[config.mk]
export PLATFORM = sky130hd
export DESIGN_NAME = counter_loader
export DESIGN_NICKNAME = d
export VERILOG_FILES = /design/src/rtl/counter_pkg.sv /design/src/rtl/sync_fifo.sv /design/src/rtl/counter_loader.sv
export SDC_FILE = /design/constraint.sdc
export NUM_CORES = 1
export LEC_CHECK = 0
export ABC_AREA = 1
export BUFFER_PORTS_ARGS = -buffer_cell sky130_fd_sc_hd__buf_2
export CAP_MARGIN = 20
export CELL_PAD_IN_SITES_DETAIL_PLACEMENT = 0
export CELL_PAD_IN_SITES_GLOBAL_PLACEMENT = 1
export CORE_MARGIN = 2
export CORE_UTILIZATION = 40
export DETAILED_ROUTE_END_ITERATION = 7
export GPL_ROUTABILITY_DRIVEN = 0
export HOLD_SLACK_MARGIN = 0.12
export PLACE_DENSITY_LB_ADDON = 0.1
export SLEW_MARGIN = 20
export SYNTH_ARGS = -nofsm -noshare
export SYNTH_HDL_FRONTEND = slang
export SYNTH_SLANG_ARGS = --single-unit
[constraint.sdc]
create_clock -name clk -period 2.4 [get_ports clk]
set_clock_uncertainty 0.1 [all_clocks]
set_input_delay 0.24 -clock clk [delete_from_list [all_inputs] [get_ports clk]]
set_output_delay 0.24 -clock clk [all_outputs]
set_load 0.005 [all_outputs]
[src/rtl/counter_pkg.sv]
`default_nettype none
// ============================================================================
// Module      : counter_pkg
// Description : Shared types and default sizes for the counter reload path.
// Revision    : 1.0 - initial release
// ============================================================================
package counter_pkg;

    localparam int DEF_WIDTH = 3;
    localparam int DEF_DEPTH = 4;
    localparam int DEF_LCW   = 8;

    typedef logic [DEF_WIDTH-1:0] count_t;

    typedef enum logic [1:0] {
        S_IDLE    = 2'd0,
        S_LOAD    = 2'd1,
        S_RUN     = 2'd2,
        S_STARVED = 2'd3
    } state_t;

endpackage
`default_nettype wire

[src/rtl/sync_fifo.sv]
`default_nettype none
// ============================================================================
// Module      : sync_fifo
// Description : Single-clock FIFO, registered pointers, no write-to-read bypass.
// Revision    : 1.0 - initial release
// ============================================================================
module sync_fifo
    import counter_pkg::*;
#(
    parameter int WIDTH = DEF_WIDTH,
    parameter int DEPTH = DEF_DEPTH
) (
    input  logic                       clk,
    input  logic                       rst,
    input  logic                       i_push,
    input  logic [WIDTH-1:0]           i_data,
    input  logic                       i_pop,
    output logic [WIDTH-1:0]           o_data,
    output logic                       o_full,
    output logic                       o_empty,
    output logic [$clog2(DEPTH):0]     o_level
);

    localparam int c_aw = $clog2(DEPTH);
    localparam logic [c_aw:0] c_depth = (c_aw+1)'(DEPTH);

    logic [WIDTH-1:0] r_mem [DEPTH];
    logic [c_aw:0]    r_wr_ptr;
    logic [c_aw:0]    r_rd_ptr;
    logic [c_aw:0]    w_level;
    logic             w_do_push;
    logic             w_do_pop;

    // Pointers carry one extra wrap bit so full and empty are distinguishable.
    assign w_level   = r_wr_ptr - r_rd_ptr;
    assign o_level   = w_level;
    assign o_full    = (w_level == c_depth);
    assign o_empty   = (r_wr_ptr == r_rd_ptr);
    assign w_do_push = i_push && !o_full;
    assign w_do_pop  = i_pop && !o_empty;
    assign o_data    = r_mem[r_rd_ptr[c_aw-1:0]];

    always_ff @(posedge clk) begin
        if (rst) begin
            r_wr_ptr <= '0;
            r_rd_ptr <= '0;
        end else begin
            if (w_do_push) begin
                r_wr_ptr <= r_wr_ptr + (c_aw+1)'(1);
            end
            if (w_do_pop) begin
                r_rd_ptr <= r_rd_ptr + (c_aw+1)'(1);
            end
        end
    end

    always_ff @(posedge clk) begin
        if (w_do_push) begin
            r_mem[r_wr_ptr[c_aw-1:0]] <= i_data;
        end
    end

endmodule
`default_nettype wire

[src/rtl/counter_loader.sv]
`default_nettype none
// ============================================================================
// Module      : counter_loader
// Description : Reload sequencer: buffers load values, one load per tc event.
// Revision    : 1.0 - initial release
// ============================================================================
module counter_loader
    import counter_pkg::*;
#(
    parameter int WIDTH = DEF_WIDTH,
    parameter int DEPTH = DEF_DEPTH,
    parameter int LCW   = DEF_LCW
) (
    input  logic                       clk,
    input  logic                       rst,
    input  logic                       in_valid,
    output logic                       in_ready,
    input  logic [WIDTH-1:0]           in_data,
    input  logic                       tc,
    input  logic [WIDTH-1:0]           count,
    output logic                       ld_enb,
    output logic [WIDTH-1:0]           ld_data,
    output logic [$clog2(DEPTH):0]     fifo_level,
    output logic                       underrun,
    output logic [LCW-1:0]             load_count
);

    state_t           r_state;
    logic             r_ld_enb;
    logic [WIDTH-1:0] r_ld_data;
    logic             r_underrun;
    logic [LCW-1:0]   r_load_count;

    logic             w_fifo_full;
    logic             w_fifo_empty;
    logic [WIDTH-1:0] w_fifo_data;
    logic             w_pop;

    // The wrap of count while starved needs no action; it is observed only.
    logic w_unused_count;
    assign w_unused_count = &count;

    sync_fifo #(
        .WIDTH (WIDTH),
        .DEPTH (DEPTH)
    ) u_fifo (
        .clk     (clk),
        .rst     (rst),
        .i_push  (in_valid),
        .i_data  (in_data),
        .i_pop   (w_pop),
        .o_data  (w_fifo_data),
        .o_full  (w_fifo_full),
        .o_empty (w_fifo_empty),
        .o_level (fifo_level)
    );

    assign in_ready = !w_fifo_full;

    // tc is only honoured in S_RUN; S_LOAD never pops, so loads cannot be back to back.
    always_comb begin
        w_pop = 1'b0;
        case (r_state)
            S_IDLE:    w_pop = !w_fifo_empty;
            S_RUN:     w_pop = tc && !w_fifo_empty;
            S_STARVED: w_pop = !w_fifo_empty;
            default:   w_pop = 1'b0;
        endcase
    end

    always_ff @(posedge clk) begin
        if (rst) begin
            r_state      <= S_IDLE;
            r_ld_enb     <= 1'b0;
            r_ld_data    <= '0;
            r_underrun   <= 1'b0;
            r_load_count <= '0;
        end else begin
            r_ld_enb <= 1'b0;
            if (w_pop) begin
                r_state      <= S_LOAD;
                r_ld_enb     <= 1'b1;
                r_ld_data    <= w_fifo_data;
                r_load_count <= r_load_count + LCW'(1);
            end else begin
                case (r_state)
                    S_LOAD: r_state <= S_RUN;
                    S_RUN: begin
                        if (tc) begin
                            r_underrun <= 1'b1;
                            r_state    <= S_STARVED;
                        end
                    end
                    default: r_state <= r_state;
                endcase
            end
        end
    end

    assign ld_enb     = r_ld_enb;
    assign ld_data    = r_ld_data;
    assign underrun   = r_underrun;
    assign load_count = r_load_count;

endmodule
`default_nettype wire
Yosys cells after proc, flatten, opt, wreduce, memory -nomap -nowiden
Memory sizes are Yosys's and may differ from the RTL's. A register that Yosys moved wholly into a read port is not among the register bits.
Cells that the tools add are included.
{ "op_classes": {"add_sub_neg": 4, "n_eq_ne": 7, "mux": 7, "bitwise": 1, "reduce_logical": 13} }
{ "ops": {"columns": ["cell", "count"], "rows": [
  ["8-bit by 1-bit adder with 8-bit output (second input constant)", 1],
  ["3-bit by 1-bit adder with 3-bit output (second input constant)", 2],
  ["2-bit equality test (second input constant)", 2],
  ["1-bit two-way mux", 4],
  ["2-bit case mux with 2 select lines", 1],
  ["2-bit AND reduction", 2],
  ["2-bit OR reduction", 2],
  ["3-bit equality test", 1],
  ["3-bit equality test (second input constant)", 1],
  ["1-bit logical AND", 3],
  ["3-bit by 2-bit != test with 1-bit output (second input constant)", 1],
  ["3-bit AND reduction", 1],
  ["3-bit nonzero test", 1],
  ["3-bit subtractor", 1],
  ["2-bit by 1-bit equality test with 1-bit output (second input constant)", 1],
  ["1-bit logical NOT", 2],
  ["2-bit logical NOT", 1],
  ["2-bit two-way mux", 1],
  ["2-bit != test (second input constant)", 1],
  ["1-bit case mux with 2 select lines", 1],
  ["2-bit nonzero test", 1],
  ["1-bit NOT", 1]
]} }
{ "totals": {"regBits": 18, "mem_bits_rw": 12, "inputBits": 10, "out_inout_bits": 17, "wordCells": 40, "mem_count": 1} }
{ "mem_list": {"columns": ["name", "depth", "width", "read_ports", "rd_ports_with_merged_regs", "write_ports", "line_no", "source"], "rows": [
  ["u_fifo.r_mem", 4, 3, 1, 1, 1, "sync_fifo.sv:27", "logic [WIDTH-1:0] r_mem [DEPTH];"]
]} }

Depth between registers and ports, before layout
Gate-level depths: netlist of the first run.
{ "depth": {"word_depth": 6, "ltp_mapped": 10, "mapped_depth_nobuf": 10} }

Hierarchy
A second synthesis of the first run with hierarchy kept.
{ "unflattened": {"hier_cells": 201, "hier_area_um2": 1699.1} }
{ "modules_own_cells": {"columns": ["module", "instances", "cells_per_inst", "area_per_inst_um2", "seq_area_each_um2"], "rows": [
  ["sync_fifo", 1, 104, 998.5, 520.5],
  ["counter_loader", 1, 97, 700.7, 300.3]
]} }

Worst setup path before layout of the first run
OpenSTA, ideal clock, no wires.
{ "synth_timing": {"path_type": "flip-flop to flip-flop", "startpoint": "register u_fifo.r_wr_ptr[0]", "endpoint": "memory u_fifo.r_mem[0][0] (netlist bit) (enable)", "setup_time_ps": 319, "arrival_ps": 1563, "required_time_ps": 1981, "setup_slack_ps": 418, "stages_incl_launch_ff": 8, "path_buffers": 0, "synth_period_minus_slack_ps": 1982, "cell_sequence": "dfxtp_1 inv_1 ha_1 fa_1 nand3b_1 nand3_2 nand2_2 nor2_1"} }
{ "synth_via": {"elab_chain_cells": 6} }
{ "synth_lines": {"columns": ["element", "line_no", "source"], "rows": [
  ["start: declaration", "sync_fifo.sv:28", "logic [c_aw:0] r_wr_ptr;"],
  ["start signal: assignment", "sync_fifo.sv:49", "r_wr_ptr <= r_wr_ptr + (c_aw+1)'(1);"],
  ["3-bit subtractor", "sync_fifo.sv:35", "assign w_level = r_wr_ptr - r_rd_ptr;"],
  ["3-bit equality test", "sync_fifo.sv:37", "assign o_full = (w_level == c_depth);"],
  ["1-bit logical NOT", null, null],
  ["via in_ready", "counter_loader.sv:17", "output logic in_ready,"],
  ["1-bit logical AND", "sync_fifo.sv:39", "assign w_do_push = i_push && !o_full;"],
  ["1-bit two-way mux", "sync_fifo.sv:58", "if (w_do_push) begin"],
  ["1-bit two-way mux (not written as such)", "sync_fifo.sv:59", "r_mem[r_wr_ptr[c_aw-1:0]] <= i_data;"],
  ["end: declaration", "sync_fifo.sv:27", null]
]} }
The timed path passes the listed nets, and every way through them passes these cells.

Worst setup path in the final report of the first run
{ "layout_timing": {"startpoint": "register u_fifo.r_wr_ptr[0]", "endpoint": "output port in_ready"} }
{ "layout_via": {"elab_chain_cells": 3} }
{ "layout_lines": {"columns": ["element", "line_no", "source"], "rows": [
  ["3-bit subtractor", "sync_fifo.sv:35", null],
  ["3-bit equality test", "sync_fifo.sv:37", null],
  ["1-bit logical NOT", "counter_loader.sv:58", "assign in_ready = !w_fifo_full;"],
  ["end: declaration", "counter_loader.sv:17", null]
]} }
No other way between the ends.

==> flow_summary.ini, run 1 <==
[finish]
syn_to_final_growth_pct = 19.3
nFillCells = 384
final_area_um2 = 1910
antenna_cells = 0
layout-drive-gt1-share = 0.184
layout.nets = 237

[yosys]
netlist_top_cells_count = nand2_1 (41), inv_1 (24), nor2_1 (22)
synth_fp_nets = 206
syn_area_um2 = 1600
yosys_warnings = 0
synth_top_cells_by_area = dfxtp_1 (26%), edfxtp_1 (22%), nand2_1 (9.6%)
ys_types = 25
synth_cells = 185
synth.most_common_cell = nand2_1
ys_async_sr_fraction = 0
synth.avg_cell_area_um2 = 8.67
yosysSeqAreaShare = 0.487
synthFlopType = dfxtp_1
synth_top_area_frac = 0.262
synth_top_cell_by_area = dfxtp_1
ys_ff_latch = 33
synth_edf_count = 12

[clocking]
cts_tree = done
cts_sinks = 33
clk_path_buf_depth = 2
htree_num_levels = 2
cts_buffers = 5
post_cts_resized = 0
clkTransAtPathRegs_ns = 0.07
clk_latency_ns = 0.28
root_buffer = clkbuf_8

[setup_path]
cp_max_fo = 5
endpoint_kind = primary output
critPathLaunchType = register
r2r_start = u_fifo.r_wr_ptr[0]
critPathRequiredTime_ns = 2.06
rrSetupSlack_ns = 0.22
critical_path_arrival_ns = 1.90
reg2reg_to = u_fifo.r_mem[0][0]
worstRegToRegCells = 7
worstSetupPathType = register to primary output

[timing]
hold_violations = 0
tns_ns = 0
slew_violations = 0
fmax_mhz = 447
fin_crit_ns = 2.24
maxSlewHeadroom = 0.758
hold_ws_ns = 0.157
worst_slew_pin_slew_ns = 0.363
rsz0062_at_grt = false
period_share = 0.932
setup_viol = 0
fin_ws_ns = 0.164

[place]
dp_hpwl_um = 2440
dpl_worst_slack_ns = 0.206
io_buffers = 23
placed_area_um2 = 1770

[route]
vias_per_cell = 4.76
drt-wirelength-per-cell_um = 12.2
drtAntennaViolNets = 0
firstDrtPassIters = 4
routed_wl_um = 3260
drc_errors = 0
via_count = 1271
drt_iter0_markers = 55

[min_path]
min_from = in_valid
hp-class = primary input to register
min_to = u_fifo.r_wr_ptr[2]
hold_path_depth = 3

[global_routing]
grt_max_degree = 16
grt_pass1_wl_um = 5400
track_usage = 0.165
overflow = 0
grt_antenna_before_repair = 0
first_global_vias = 1237

[die]
initial_utilization = 0.407
die-area_um2 = 4530
die_w_um = 67.3
core_area_um2 = 3940
ios = 27
die_y_um = 67.3
rows = 23

[power_and_ir_drop]
leakage_nw = 0.840
total_power_mw = 2.00
peakVddDrop_v = 0.000496
p_per_area_nw_per_um2 = 1040

[job]
maxCapViolCount = 0

[run_status]
status = complete, no violations
## area by class of cell
| cell class | instances | area, um^2 | share of cell area |
|---|---|---|---|
| repair buffers | 27 | 153 | 0.0798 |
| multi-input cells | 125 | 712 | 0.372 |
| well taps | 50 | 62.6 | 0.0327 |
| clock buffers | 5 | 68.8 | 0.0360 |
| inverters | 24 | 90.1 | 0.0471 |
| clock inverters | 3 | 46.3 | 0.0242 |
| flip-flops and latches | 33 | 781 | 0.408 |
## worst max-delay path, cell delays in order, from the launching register on
cell,delay (ns)
dfxtp_1,0.41
inv_1,0.11
ha_1,0.20
fa_1,0.50
nand2_1,0.05
inv_1,0.06
nand3_2,0.12
buf_2,0.15
## metrics by stage
| stage | util | cells |
|---|---|---|
| CTS | 0.485 | 267 |
| global route | 0.485 | 267 |
| detailed placement | 0.448 | 256 |
| global placement | 0.448 | 256 |
| finish | 0.485 | 267 |
| floorplan | - | 185 |
## how the worst max path moves through the flow
stage,startpoint,depth (start not counted),slack (ns),to
floorplan,u_fifo.r_wr_ptr[0],7,0.42,u_fifo.r_mem[0][0]
global placement,u_fifo.r_wr_ptr[0],8,0.29,u_fifo.r_mem[3][1]
detailed placement,u_fifo.r_wr_ptr[0],7,0.21,u_fifo.r_mem[0][2]
CTS,u_fifo.r_wr_ptr[0],7,0.13,in_ready
global route,u_fifo.r_wr_ptr[0],7,0.01,in_ready
finish,u_fifo.r_wr_ptr[0],7,0.16,in_ready
## routing by layer
layer / track usage / wire [um] / up-vias
li1: - / - / 660
met1: 0.174 / 1450 / 589
met2: 0.301 / 1650 / 18
met3: 0.0450 / 106 / 4
met4: 0.0765 / 51 / 0
met5: 0 / 0 / -
## registers in the layout, indices dropped and copies added, names as in the netlist
signal           flops
r_state              2
u_fifo.r_wr_ptr      3
ld_enb               1
u_fifo.r_rd_ptr      3
u_fifo.r_mem        12
ld_data              3
underrun             1
load_count           8
## cells in the final DEF, fill, tap and decap left out
cell type	count
dlygate4sd3_1	3
a31oi_1	1
a21oi_2	3
nand2_2	1
o21ai_0	10
nand4_1	3
nand2_1	41
nor2_1	22
xor2_1	5
clkinvlp_4	1
nand2_4	1
clkinv_4	1
buf_2	23
ha_1	10
nor2_4	1
dfxtp_1	21
o21a_1	1
a21oi_1	5
nor3_1	1
edfxtp_1	12
nand3_1	9
clkbuf_8	5
fa_1	1
nand3b_1	3
buf_4	1
nand3_2	2
and2_1	1
inv_1	24
o22ai_1	4
bufinv_16	1
## power by group
group	switching, mW	internal, mW	leakage (nW)
registers	0.0754	0.694	0.282
logic	0.440	0.266	0.504
clock network	0.211	0.310	0.0543
total	0.726	1.27	0.840
## cells by family after synthesis
family          Yosys count  synth area share
compound gates           24            0.0874
flops                    33             0.487
xor+xnor                  5            0.0273
simple gates             85             0.239
buf+inv                  27            0.0694
fa+ha+maj                11            0.0905
## repair_timing
item	4_1_cts	5_1_grt
hold buffers	3	0
endpoints found under the hold margin	12	0
setup buffers	0	0
Note: power is estimated with default switching activity, not from simulation.
==> inputs of run 2 (changes only) <==
--- a/config.mk
+++ b/config.mk
@@ -12,10 +12,11 @@
 export CELL_PAD_IN_SITES_GLOBAL_PLACEMENT = 1
 export CORE_MARGIN = 2
 export CORE_UTILIZATION = 40
+export CTS_BUF_LIST = sky130_fd_sc_hd__clkbuf_8
 export DETAILED_ROUTE_END_ITERATION = 7
 export GPL_ROUTABILITY_DRIVEN = 0
 export HOLD_SLACK_MARGIN = 0.12
-export PLACE_DENSITY_LB_ADDON = 0.1
+export PLACE_DENSITY = 0.8
 export SLEW_MARGIN = 20
 export SYNTH_ARGS = -nofsm -noshare
 export SYNTH_HDL_FRONTEND = slang
==> run 2 against run 1 <==
Worst hold slack improved by 0.011 ns. Register-to-register slack is essentially flat. Final area shrank 1.3%. Non-clock buffer count is the same. Worst setup slack worse by 0.020 ns. Total power fell by 5.4%. Sequential share of layout area up 0.54 points. Critical path type unchanged. Largest cell class unchanged. Highest routed layer unchanged.
==> flow_summary.ini, run 2 (synthesis results as in run 1) <==
[global_routing]
grt_max_degree = 16
grt_pass1_wl_um = 5230
grt_antenna_before_repair = 0
overflow = 0
first_global_vias = 1198
track_usage = 0.159

[timing]
fmax_mhz = 443
fin_crit_ns = 2.26
slew_violations = 0
tns_ns = 0
worst_slew_pin_slew_ns = 0.377
rsz0062_at_grt = false
setup_viol = 0
fin_ws_ns = 0.144
hold_violations = 0
period_share = 0.940
maxSlewHeadroom = 0.749

[route]
drt-wirelength-per-cell_um = 11.6
vias_per_cell = 4.65
via_count = 1242
routed_wl_um = 3090
drtAntennaViolNets = 0
drt_iter0_markers = 62
top_layer = met4
wl_met3_um = 119
routed-wl-met2_um = 1380
wl_met1_um = 1500
drc_errors = 0
firstDrtPassIters = 2

[die]
core_area_um2 = 3940
ios = 27
die_y_um = 67.3
die_w_um = 67.3
initial_utilization = 0.407
die-area_um2 = 4530
rows = 23

[run_status]
status = complete, no violations

[power_and_ir_drop]
leakage_nw = 0.840
peakVddDrop_v = 0.000446
p_per_area_nw_per_um2 = 1000

[place]
dp_hpwl_um = 2280
dpl_worst_slack_ns = 0.241
io_buffers = 23

[finish]
syn_to_final_growth_pct = 17.7
antenna_cells = 0
mostFrequentLayoutCells = nand2_1 (41), inv_1 (26), buf_2 (23), nor2_1 (22), dfxtp_1 (21)
largest_reg_flops = 12
final_common_cell = nand2_1
layout.nets = 237
layout-drive-gt1-share = 0.175

[clocking]
cts_buffers = 5
root_buffer = clkbuf_8
clkTransAtPathRegs_ns = 0.06
cts_tree = done
clk_path_buf_depth = 2
cts_sinks = 33
clk_latency_ns = 0.29
post_cts_resized = 0
htree_num_levels = 2

[setup_path]
critPathLaunchType = register
worstSetupPathType = register to primary output
critPathRequiredTime_ns = 2.06
cp_max_fo = 5
critical_path_arrival_ns = 1.92
endpoint_kind = primary output

[min_path]
hp-class = primary input to register

[job]
maxCapViolCount = 0
==> run 2: changes by cell type in the layout (fill, tap and decap cells not counted) <==
| cell | delta |
|---|---|
| clkinv_4 | -1 |
| clkinvlp_4 | -1 |
| clkbuf_8 | +1 |
| bufinv_16 | -1 |
| inv_1 | +2 |
==> run 2: layout make-up <==
class / instances / area, um^2
fill: 374 / 2050
sequential: 33 / 781
multi-input combinational: 125 / 712
timing repair buffer: 27 / 153
inverter: 24 / 90.1
clock buffer: 6 / 82.6
tap: 50 / 62.6
clock inverter: 2 / 7.51
==> run 2: timing repair <==
item / 4_1_cts / 5_1_grt
setup endpoints to repair: 0 / 0
hold buffers: 3 / 0
endpoints found under the hold margin: 12 / 0
setup buffers: 0 / 0
==> run 2: power breakdown <==
group	total [mW]	leakage, nW	switching (mW)	internal, mW
clock network	0.422	0.0538	0.197	0.225
registers	0.770	0.282	0.0758	0.695
logic	0.696	0.504	0.428	0.268
==> run 2: metrics by stage <==
stage	util	area, um^2	instances	power [mW]	hold WS (ns)
2_1_floorplan	-	1600	185	1.29	0.239
3_3_place_gp	0.448	1770	256	1.48	0.337
3_5_place_dp	0.448	1770	256	1.49	0.348
4_1_cts	0.479	1890	267	1.92	0.167
5_1_grt	0.479	1890	267	2.06	0.181
6_report	0.479	1890	267	1.89	0.169
==> run 2: per-layer routing <==
metal  vias up  global-route usage
met4         0              0.0995
met2        22               0.246
met3        10              0.0450
li1        660                   -
met1       550               0.196
met5         -                   0
==> run 2: path summary, 6_finish.rpt <==
path | startpoint | end | slack [ns] | depth (start not counted)
setup / recovery | u_fifo.r_wr_ptr[0] | in_ready | 0.14 | 7
hold / removal | in_valid | u_fifo.r_wr_ptr[2] | 0.17 | 3
setup reg to reg | u_fifo.r_wr_ptr[0] | u_fifo.r_mem[1][1] | 0.23 | 8
hold reg to reg | underrun | underrun | 0.37 | 2
==> run 2: worst max-delay path: stages, from the launching register on <==
cell,delay (ns)
dfxtp_1,0.40
inv_1,0.11
ha_1,0.20
fa_1,0.52
nand2_1,0.06
inv_1,0.06
nand3_2,0.12
buf_2,0.16
==> inputs of run 3 (changes only) <==
--- a/config.mk
+++ b/config.mk
@@ -16,7 +16,7 @@
 export DETAILED_ROUTE_END_ITERATION = 7
 export GPL_ROUTABILITY_DRIVEN = 0
 export HOLD_SLACK_MARGIN = 0.12
-export PLACE_DENSITY = 0.8
+export PLACE_DENSITY = 0.73
 export SLEW_MARGIN = 20
 export SYNTH_ARGS = -nofsm -noshare
 export SYNTH_HDL_FRONTEND = slang
==> run 3 against run 2 <==
First-iteration DRC count down 15%. Critical path depth unchanged. Register-to-register slack better by 0.06 ns. Sequential cell count unchanged. Clock-buffer cell count down 1. Maximum frequency up 2.6%. Core utilization up 0.67 points. Worst hold slack worse by 0.0064 ns. Sequential power about the same. Largest cell class unchanged.
==> flow_summary.ini, run 3 (synthesis results as in run 1) <==
[finish]
nFillCells = 387
final_area_um2 = 1910
final_cells = 267
mostFrequentLayoutCells = nand2_1 (41), inv_1 (24), buf_2 (23), nor2_1 (22), dfxtp_1 (20)
antenna_cells = 0
fin_util = 0.486
syn_to_final_growth_pct = 19.3
layout-drive-gt1-share = 0.189
final_common_cell = nand2_1
largest_reg_flops = 12
layout.nets = 237

[clocking]
clk_path_buf_depth = 2
clk_latency_ns = 0.29
cts_setup_buffers = 0
root_buffer = clkbuf_8
cts_sinks = 33
clkTransAtPathRegs_ns = 0.07
cts_tree = done
htree_num_levels = 2
cts_buffers = 5

[timing]
hold_violations = 0
period_share = 0.916
rsz0062_at_grt = false
hold_ws_ns = 0.162
fmax_mhz = 455
fin_ws_ns = 0.202
fin_crit_ns = 2.20
slew_violations = 0
worst_slew_pin_slew_ns = 0.382
tns_ns = 0
setup_viol = 0
maxSlewHeadroom = 0.745

[die]
die_y_um = 67.3
die-area_um2 = 4530
die_w_um = 67.3
core_area_um2 = 3940
initial_utilization = 0.407
rows = 23
ios = 27

[run_status]
status = complete, no violations

[power_and_ir_drop]
p_int_mw = 1.27
p_seq_frac = 0.384
p_sw_mw = 0.735
p_per_area_nw_per_um2 = 1050
combPwrFrac = 0.357
leakage_nw = 0.841
p_clk_frac = 0.259
total_power_mw = 2.01
power.share.switching = 0.366
peakVddDrop_v = 0.000506

[place]
dp.cells = 256
placed_area_um2 = 1770
dpl_worst_slack_ns = 0.221
dp_hpwl_um = 2410
io_buffers = 23

[route]
drt-wirelength-per-cell_um = 12.0
vias_per_cell = 4.75
drtAntennaViolNets = 0
drc_errors = 0
firstDrtPassIters = 4
via_count = 1268
drt_iter0_markers = 53
routed_wl_um = 3210

[job]
maxCapViolCount = 0

[global_routing]
track_usage = 0.162
grt_pass1_wl_um = 5330
overflow = 0
grt_antenna_before_repair = 0
grt_max_degree = 16
first_global_vias = 1260

[setup_path]
critical_path_arrival_ns = 1.86
critPathRequiredTime_ns = 2.06
critPathLaunch = u_fifo.r_wr_ptr[0]
cp_max_fo = 5
worstSetupPathType = register to primary output
endpoint_kind = primary output
r2r_start = u_fifo.r_wr_ptr[0]
critPathLaunchType = register

[min_path]
hp-class = primary input to register
min_from = in_valid
## run 3: cell types whose count changed in the layout (fill, tap and decap cells not counted), sizes merged
cell | previous run | this run
clkbuf | 6 | 5
clkinv | 0 | 1
clkinvlp | 0 | 1
inv | 26 | 24
bufinv | 0 | 1
## run 3: cell type report
| class | count | area, um^2 | share of cell area |
|---|---|---|---|
| well taps | 50 | 62.6 | 0.0327 |
| repair buffers | 27 | 153 | 0.0797 |
| flip-flops and latches | 33 | 782 | 0.408 |
| multi-input cells | 125 | 712 | 0.372 |
| clock inverters | 3 | 46.3 | 0.0242 |
| clock buffers | 5 | 68.8 | 0.0359 |
| inverters | 24 | 90.1 | 0.0471 |
## run 3: worst paths after layout
| path | end | slack, ns | cells past startpoint |
|---|---|---|---|
| min | u_fifo.r_wr_ptr[2] | 0.16 | 3 |
| max | in_ready | 0.20 | 7 |
| min reg2reg | underrun | 0.36 | 2 |
| max reg2reg | u_fifo.r_mem[3][1] | 0.29 | 7 |
## run 3: worst max-delay path, stage by stage, from the launching register on
cell and delay, ns:
dfxtp_2 0.37, inv_1 0.08, ha_1 0.20, fa_1 0.51, nand2_1 0.06, inv_1 0.07
nand3_2 0.13, buf_2 0.16
## run 3: repair_timing
| action | in CTS | in global routing |
|---|---|---|
| gates resized for setup | 0 | 1 |
| setup endpoints to repair | 0 | 1 |
| hold buffers | 3 | 0 |
| endpoints found under the hold margin | 12 | 0 |
## run 3: power groups by stage
stage	Combinational, mW	Clock (mW)	Sequential (mW)
final	0.715	0.520	0.771
after global routing	0.823	0.563	0.784
after CTS	0.729	0.533	0.770
after detailed placement	0.721	0	0.782
after global placement	0.693	0	0.775
after floorplan	0.509	0	0.779
## run 3: per-layer routing
metal	vias to the layer above	wire length, um	global-route usage
li1	663	-	-
met1	578	1400	0.179
met2	23	1640	0.291
met3	4	138	0.0550
met4	0	35	0.0561
met5	-	0	0
